[src/rtl/rig_emu_pkg.sv]
// Shared types and constants for the experiment rig emulator.
package rig_emu_pkg;

  typedef enum logic [3:0] {
    IDLE         = 4'd0,
    FG_DELAY_S   = 4'd1,
    FG_PULSE     = 4'd2,
    ARMED        = 4'd3,
    WIRE_DELAY_S = 4'd4,
    WIRE_PULSE   = 4'd5,
    WAIT_TRIGGER = 4'd6,
    BUSY_DELAY_S = 4'd7,
    DET_BUSY     = 4'd8,
    DONE         = 4'd9
  } rig_state_t;

  localparam int unsigned ERR_EARLY_DET    = 0;
  localparam int unsigned ERR_TRIG_TIMEOUT = 1;
  localparam int unsigned ERR_TRIG_NO_WIRE = 2;

  // Saturating 16-bit increment used by the measurement counters.
  function automatic logic [15:0] sat_inc16(input logic [15:0] v);
    return (v == '1) ? v : v + 16'd1;
  endfunction

endpackage

[src/rtl/rig_phase_gen.sv]
// Phase reference square wave and the clocks-since-last-phase-rise counter.
module rig_phase_gen
  import rig_emu_pkg::*;
#(
  parameter int unsigned PHASE_PERIOD = 2000,
  parameter int unsigned PHASE_HIGH   = 1000
) (
  input  logic        clock,
  input  logic        reset,
  input  logic        phase_enable,
  output logic        phase_signal,
  output logic [15:0] phase_count
);

  localparam int unsigned   PCW     = $clog2(PHASE_PERIOD);
  localparam logic [PCW-1:0] PC_LAST = PCW'(PHASE_PERIOD - 1);
  localparam logic [PCW-1:0] PC_HIGH = PCW'(PHASE_HIGH);

  logic [PCW-1:0] pc_q, pc_d;
  logic           phase_q, phase_d;
  logic           phase_prev_q, phase_prev_d;
  logic [15:0]    off_q, off_d;

  // Next-state for the period counter, registered phase output and offset counter.
  always_comb begin
    pc_d    = '0;
    phase_d = 1'b0;
    if (phase_enable) begin
      pc_d    = (pc_q == PC_LAST) ? '0 : pc_q + PCW'(1);
      phase_d = (pc_q < PC_HIGH);
    end
    phase_prev_d = phase_q;
    off_d        = (phase_q && !phase_prev_q) ? '0 : sat_inc16(off_q);
  end

  // State registers with synchronous reset.
  always_ff @(posedge clock) begin
    if (reset) begin
      pc_q         <= '0;
      phase_q      <= 1'b0;
      phase_prev_q <= 1'b0;
      off_q        <= '0;
    end else begin
      pc_q         <= pc_d;
      phase_q      <= phase_d;
      phase_prev_q <= phase_prev_d;
      off_q        <= off_d;
    end
  end

  assign phase_signal = phase_q;
  assign phase_count  = off_q;

endmodule

[src/rtl/experiment_rig_emulator.sv]
// Closed-loop stand-in for the rig: answers sequencer outputs and measures detonation timing.
module experiment_rig_emulator
  import rig_emu_pkg::*;
#(
  parameter int unsigned FG_DELAY        = 1000,
  parameter int unsigned PULSE_WIDTH     = 10,
  parameter int unsigned PHASE_PERIOD    = 2000,
  parameter int unsigned PHASE_HIGH      = 1000,
  parameter int unsigned WIRE_DELAY      = 20,
  parameter int unsigned BUSY_DELAY      = 5,
  parameter int unsigned BUSY_TIME       = 300,
  parameter int unsigned TRIGGER_TIMEOUT = 10000
) (
  input  logic        clock,
  input  logic        reset,
  input  logic        start_signal,
  input  logic        detonation_signal,
  input  logic        output_trigger,
  input  logic        phase_enable,
  output logic        fg_signal,
  output logic        phase_signal,
  output logic        wire_signal,
  output logic        detector_ready,
  output logic [3:0]  rig_state,
  output logic [15:0] detonation_width,
  output logic [15:0] phase_offset,
  output logic [2:0]  error_flags
);

  localparam logic [31:0] FG_LAST = 32'(FG_DELAY - 1);
  localparam logic [31:0] PW_LAST = 32'(PULSE_WIDTH - 1);
  localparam logic [31:0] WD_LAST = 32'(WIRE_DELAY - 1);
  localparam logic [31:0] BD_LAST = 32'(BUSY_DELAY - 1);
  localparam logic [31:0] BT_LAST = 32'(BUSY_TIME - 1);
  localparam logic [31:0] TO_LAST = 32'(TRIGGER_TIMEOUT - 1);

  logic [1:0]  start_h_q, start_h_d, det_h_q, det_h_d, trig_h_q, trig_h_d;
  rig_state_t  state_q, state_d;
  logic [31:0] cnt_q, cnt_d;
  logic        fg_q, fg_d, wire_q, wire_d, ready_q, ready_d;
  logic [15:0] wcnt_q, wcnt_d, width_q, width_d, offset_q, offset_d;
  logic [2:0]  err_q, err_d;
  logic [15:0] phase_count;
  logic        start_rise, det_rise, det_fall, trig_rise;

  rig_phase_gen #(
    .PHASE_PERIOD(PHASE_PERIOD),
    .PHASE_HIGH  (PHASE_HIGH)
  ) u_phase_gen (
    .clock       (clock),
    .reset       (reset),
    .phase_enable(phase_enable),
    .phase_signal(phase_signal),
    .phase_count (phase_count)
  );

  assign start_rise = (start_h_q == 2'b01);
  assign det_rise   = (det_h_q == 2'b01);
  assign det_fall   = (det_h_q == 2'b10);
  assign trig_rise  = (trig_h_q == 2'b01);

  // Input histories plus detonation width and phase offset measurement.
  always_comb begin
    start_h_d = {start_h_q[0], start_signal};
    det_h_d   = {det_h_q[0], detonation_signal};
    trig_h_d  = {trig_h_q[0], output_trigger};
    wcnt_d    = wcnt_q;
    width_d   = width_q;
    offset_d  = offset_q;
    // The rise cycle already has h[0]=1, so the cleared count starts at one.
    if (det_rise)        wcnt_d = 16'd1;
    else if (det_h_q[0]) wcnt_d = sat_inc16(wcnt_q);
    if (det_fall) width_d  = wcnt_q;
    if (det_rise) offset_d = phase_count;
  end

  // Run sequencing FSM, pulse outputs and sticky error flags.
  always_comb begin
    state_d = state_q;
    cnt_d   = cnt_q + 32'd1;
    fg_d    = fg_q;
    wire_d  = wire_q;
    ready_d = ready_q;
    err_d   = err_q;
    if (det_rise && state_q != ARMED) err_d[ERR_EARLY_DET] = 1'b1;
    if (trig_rise && !(state_q inside {WAIT_TRIGGER, BUSY_DELAY_S, DET_BUSY}))
      err_d[ERR_TRIG_NO_WIRE] = 1'b1;
    case (state_q)
      IDLE: begin
        cnt_d = '0;
        if (start_rise) state_d = FG_DELAY_S;
      end
      FG_DELAY_S:
        if (cnt_q == FG_LAST) begin cnt_d = '0; fg_d = 1'b1; state_d = FG_PULSE; end
      FG_PULSE:
        if (cnt_q == PW_LAST) begin cnt_d = '0; fg_d = 1'b0; state_d = ARMED; end
      ARMED: begin
        cnt_d = '0;
        if (det_rise) state_d = WIRE_DELAY_S;
      end
      WIRE_DELAY_S:
        if (cnt_q == WD_LAST) begin cnt_d = '0; wire_d = 1'b1; state_d = WIRE_PULSE; end
      WIRE_PULSE:
        if (cnt_q == PW_LAST) begin cnt_d = '0; wire_d = 1'b0; state_d = WAIT_TRIGGER; end
      WAIT_TRIGGER:
        // Level test: a fresh rise and a trigger already high on entry both start the detector.
        if (trig_h_q[0]) begin
          cnt_d   = '0;
          state_d = BUSY_DELAY_S;
        end else if (cnt_q == TO_LAST) begin
          cnt_d                   = '0;
          err_d[ERR_TRIG_TIMEOUT] = 1'b1;
          state_d                 = DONE;
        end
      BUSY_DELAY_S:
        if (cnt_q == BD_LAST) begin cnt_d = '0; ready_d = 1'b0; state_d = DET_BUSY; end
      DET_BUSY:
        if (cnt_q == BT_LAST) begin cnt_d = '0; ready_d = 1'b1; state_d = DONE; end
      DONE: begin
        cnt_d = '0;
        if (!start_h_q[0]) state_d = IDLE;
      end
      default: begin
        cnt_d   = '0;
        fg_d    = 1'b0;
        wire_d  = 1'b0;
        ready_d = 1'b1;
        state_d = IDLE;
      end
    endcase
  end

  // All registers, synchronous active-high reset.
  always_ff @(posedge clock) begin
    if (reset) begin
      start_h_q <= '0;
      det_h_q   <= '0;
      trig_h_q  <= '0;
      state_q   <= IDLE;
      cnt_q     <= '0;
      fg_q      <= 1'b0;
      wire_q    <= 1'b0;
      ready_q   <= 1'b1;
      wcnt_q    <= '0;
      width_q   <= '0;
      offset_q  <= '0;
      err_q     <= '0;
    end else begin
      start_h_q <= start_h_d;
      det_h_q   <= det_h_d;
      trig_h_q  <= trig_h_d;
      state_q   <= state_d;
      cnt_q     <= cnt_d;
      fg_q      <= fg_d;
      wire_q    <= wire_d;
      ready_q   <= ready_d;
      wcnt_q    <= wcnt_d;
      width_q   <= width_d;
      offset_q  <= offset_d;
      err_q     <= err_d;
    end
  end

  assign fg_signal        = fg_q;
  assign wire_signal      = wire_q;
  assign detector_ready   = ready_q;
  assign rig_state        = state_q;
  assign detonation_width = width_q;
  assign phase_offset     = offset_q;
  assign error_flags      = err_q;

endmodule

[config.mk]
export PLATFORM = sky130hd
export DESIGN_NAME = experiment_rig_emulator
export DESIGN_NICKNAME = d
export VERILOG_FILES = /design/src/rtl/rig_emu_pkg.sv /design/src/rtl/rig_phase_gen.sv /design/src/rtl/experiment_rig_emulator.sv
export SDC_FILE = /design/constraint.sdc
export NUM_CORES = 1
export LEC_CHECK = 0
export ABC_CLOCK_PERIOD_IN_PS = 3310
export CAP_MARGIN = 20
export CORE_MARGIN = 8
export CORE_UTILIZATION = 34
export CTS_CLUSTER_DIAMETER = 150
export DETAILED_ROUTE_END_ITERATION = 10
export PLACE_DENSITY = 0.51
export SLEW_MARGIN = 10
export SYNTH_ARGS = -nofsm -noshare
export SYNTH_HDL_FRONTEND = slang
export SYNTH_HIERARCHICAL = 1
export SYNTH_SLANG_ARGS = --single-unit
[constraint.sdc]
create_clock -name clock -period 3.31 [get_ports clock]
set_input_delay 0.4965 -clock clock [delete_from_list [all_inputs] [get_ports clock]]
set_output_delay 0.4965 -clock clock [all_outputs]
set_load 0.02 [all_outputs]
==> flow_summary.yaml <==
synth:
  ys_types: 59
  ys_ff_latch: 125
  netlist_instances: 682
  synthTopCellsByCount: "125 x dfxtp_1, 98 x nor2_1, 92 x nand2_1"
  syn_avg_cell_area_um2: 8.24
  synth_area_mm2: 0.00562
  synth_edf_count: 0
  yosysMostFrequentCell: "dfxtp_1"
  synth_warnings: 6
  synth_top_area_cell: "dfxtp_1"
  synth_area_leaders: "dfxtp_1 45%, nor2_1 6.5%, nand2_1 6.1%"
  synth-async-reset-ratio: 0
  ys_seq_area_frac: 0.445
  syn-num-nets: 694
  synth-main-ff-cell: "dfxtp_1"
  synth_top_area_share: 0.445
timing:
  fin_crit_sh: 0.835
  relSlewSlack: 0.477
  maxSlewViolCount: 0
  tns_ns: 0
  max_freq_mhz: 362
  setup_violations: 0
  clock_skew_ns: 0.00726
  hold_violations: 0
  rsz0062_at_grt: "no"
  tightest_slew_ns: 0.778
  period_minus_slack_ns: 2.76
global_routing:
  grt_pass1_vias: 4532
  grt_max_degree: 35
  grt_pass1_wl_mm: 22.1
  grtUsageTotal: 0.131
  grt-ovfl-total: 0
  antenna_found_initial: 0
route:
  route.vias.total: 4789
  routed_via_density: 5.00
  routed_wl_mm: 13.0
  ant_nets: 0
  avgRoutedWirePerCell_um: 13.6
  drt_iter0_drc: 273
  dr.pass1.iters: 4
  drcViolationCount: 0
cells_and_area:
  drive_gt1_frac: 0.0799
  diodes: 0
  nets: 737
  area_delta_synth_final_pct: 23.0
pwr:
  p_switching_mw: 0.931
  peakVddDrop_v: 0.000371
  clkPwrFrac: 0.499
  sw_frac_of_total: 0.245
  pwr-share-seq: 0.415
  p_leak_nw: 2.21
  pwr-share-comb: 0.086
  power_mw: 3.80
  power_density_mw_per_mm2: 550
  internal_power_mw: 2.87
floorplanning:
  die-area_mm2: 0.0209
  initial_core_util: 0.344
  pin_count: 49
  row_count: 47
  die_h_um: 145
  die_w_um: 145
  core_area_mm2: 0.0163
clocking:
  ctsHoldBuffers: 0
  cts_num_sinks: 125
  cts_buffers: 17
  cts_root_buf: "clkbuf_16"
  cts_tree: "yes"
  cts_setup_buffers: 0
  htree_levels: 4
  clock_path_buffers: 2
  ctsResizeCount: 0
  clk_pin_slew_ns: 0.06
  clk_latency_ns: 0.41
hold_path:
  hp-class: "flip-flop to flip-flop"
critical_path:
  cp_max_fo: 5
  crit_type: "flip-flop to flip-flop"
  cp.arrival_ns: 3.08
  crit_required_ns: 3.62
  cp-start-kind: "flip-flop"
  cp-end-kind: "flip-flop"
place:
  port_buffers: 48
  gp_congestion: 0.815
  hpwl_mm: 9.14
status:
  status: "completed"
job:
  maxCapViolCount: 0
[worst max-delay path, cell delays in order, from the launching register on]
cell and delay, ns:
dfxtp_1 0.39, ha_1 0.24, or3b_2 0.47, or4_1 0.45, o41ai_1 0.29, o41ai_1 0.16, or3_4 0.39, o32ai_1 0.27
[cells in the final DEF, fill, tap and decap left out, drive strengths merged, types with 5 or more instances in the layout]
| cell | Yosys | routed |
|---|---|---|
| or3 | 8 | 8 |
| ha | 6 | 6 |
| nor3 | 22 | 22 |
| inv | 17 | 19 |
| nand4 | 18 | 18 |
| nand2b | 14 | 14 |
| and3 | 7 | 7 |
| o21ai | 10 | 10 |
| buf | 7 | 9 |
| nand2 | 93 | 93 |
| clkinv | 1 | 7 |
| clkbuf | 25 | 18 |
| nor2 | 98 | 98 |
| xnor2 | 32 | 32 |
| clkdlybuf4s50 | 0 | 47 |
| a21oi | 51 | 51 |
| nand3 | 39 | 39 |
| xor2 | 24 | 24 |
| o41ai | 5 | 5 |
| nor2b | 11 | 11 |
| a31oi | 6 | 6 |
| nor4 | 15 | 15 |
| dfxtp | 125 | 125 |
[metrics by stage]
stage | area [µm²] | utilization | hold slack (ns) | setup WS [ns] | cells
after CTS | 6900 | 0.422 | 0.453 | 0.573 | 957
after global routing | 6910 | 0.423 | 0.464 | 0.304 | 958
final | 6910 | 0.423 | 0.447 | 0.546 | 958
after detailed placement | 6290 | 0.385 | 0.441 | 0.606 | 925
after floorplan | 5620 | - | 0.418 | 0.815 | 682
after global placement | 6290 | 0.385 | 0.430 | 0.661 | 925
[area by class of cell]
| cell class | count | area [µm²] |
|---|---|---|
| Inverter | 18 | 67.6 |
| Clock inverter | 14 | 168 |
| Timing Repair Buffer | 56 | 536 |
| Clock buffer | 18 | 439 |
| Sequential cell | 125 | 2500 |
| Fill cell | 1651 | 9440 |
| Tap cell | 220 | 275 |
| Multi-Input combinational cell | 507 | 2920 |
[state kept, by name, indices dropped and copies added (netlist names), 2 cells and up]
name                     flops
error_flags                  3
u_phase_gen/phase_count     16
rig_state                    4
det_h_q                      2
u_phase_gen/pc_q            11
trig_h_q                     2
start_h_q                    2
wcnt_q                      16
cnt_q                       32
detonation_width            16
phase_offset                16
[worst paths after layout]
| path | startpoint | end | slack [ns] | cells after the start |
|---|---|---|---|---|
| min | u_phase_gen/pc_q[0] | u_phase_gen/pc_q[0] | 0.45 | 1 |
| max | cnt_q[0] | rig_state[2] | 0.55 | 7 |
| min reg2reg | u_phase_gen/pc_q[0] | u_phase_gen/pc_q[0] | 0.45 | 1 |
| max reg2reg | cnt_q[0] | rig_state[2] | 0.55 | 7 |
[cells by family after synthesis]
group	count (synthesis)	share of synthesized area
multiplexers	3	0.00534
adder cells (fa/ha/maj)	6	0.0134
AND/OR/NAND/NOR	345	0.307
buffers and inverters	50	0.0347
AO/OA/AOI/OAI	97	0.107
XOR/XNOR	56	0.0873
flip-flops	125	0.445
[routing by layer]
metal,GRT usage,vias to the layer above,part of all wire
li1,-,2453,-
met1,0.170,2227,0.48
met2,0.203,95,0.45
met3,0.0383,14,0.055
met4,0.0498,0,0.012
met5,0,-,0
[power by group through the flow]
stage / clock network (mW) / registers (mW) / logic, mW
final: 1.90 / 1.58 / 0.326
after global routing: 2.02 / 1.58 / 0.364
after CTS: 1.95 / 1.58 / 0.326
after detailed placement: 0 / 1.61 / 0.324
after global placement: 0 / 1.61 / 0.325
after floorplan: 0 / 1.59 / 0.245
Power figures use the tool's default switching activity.
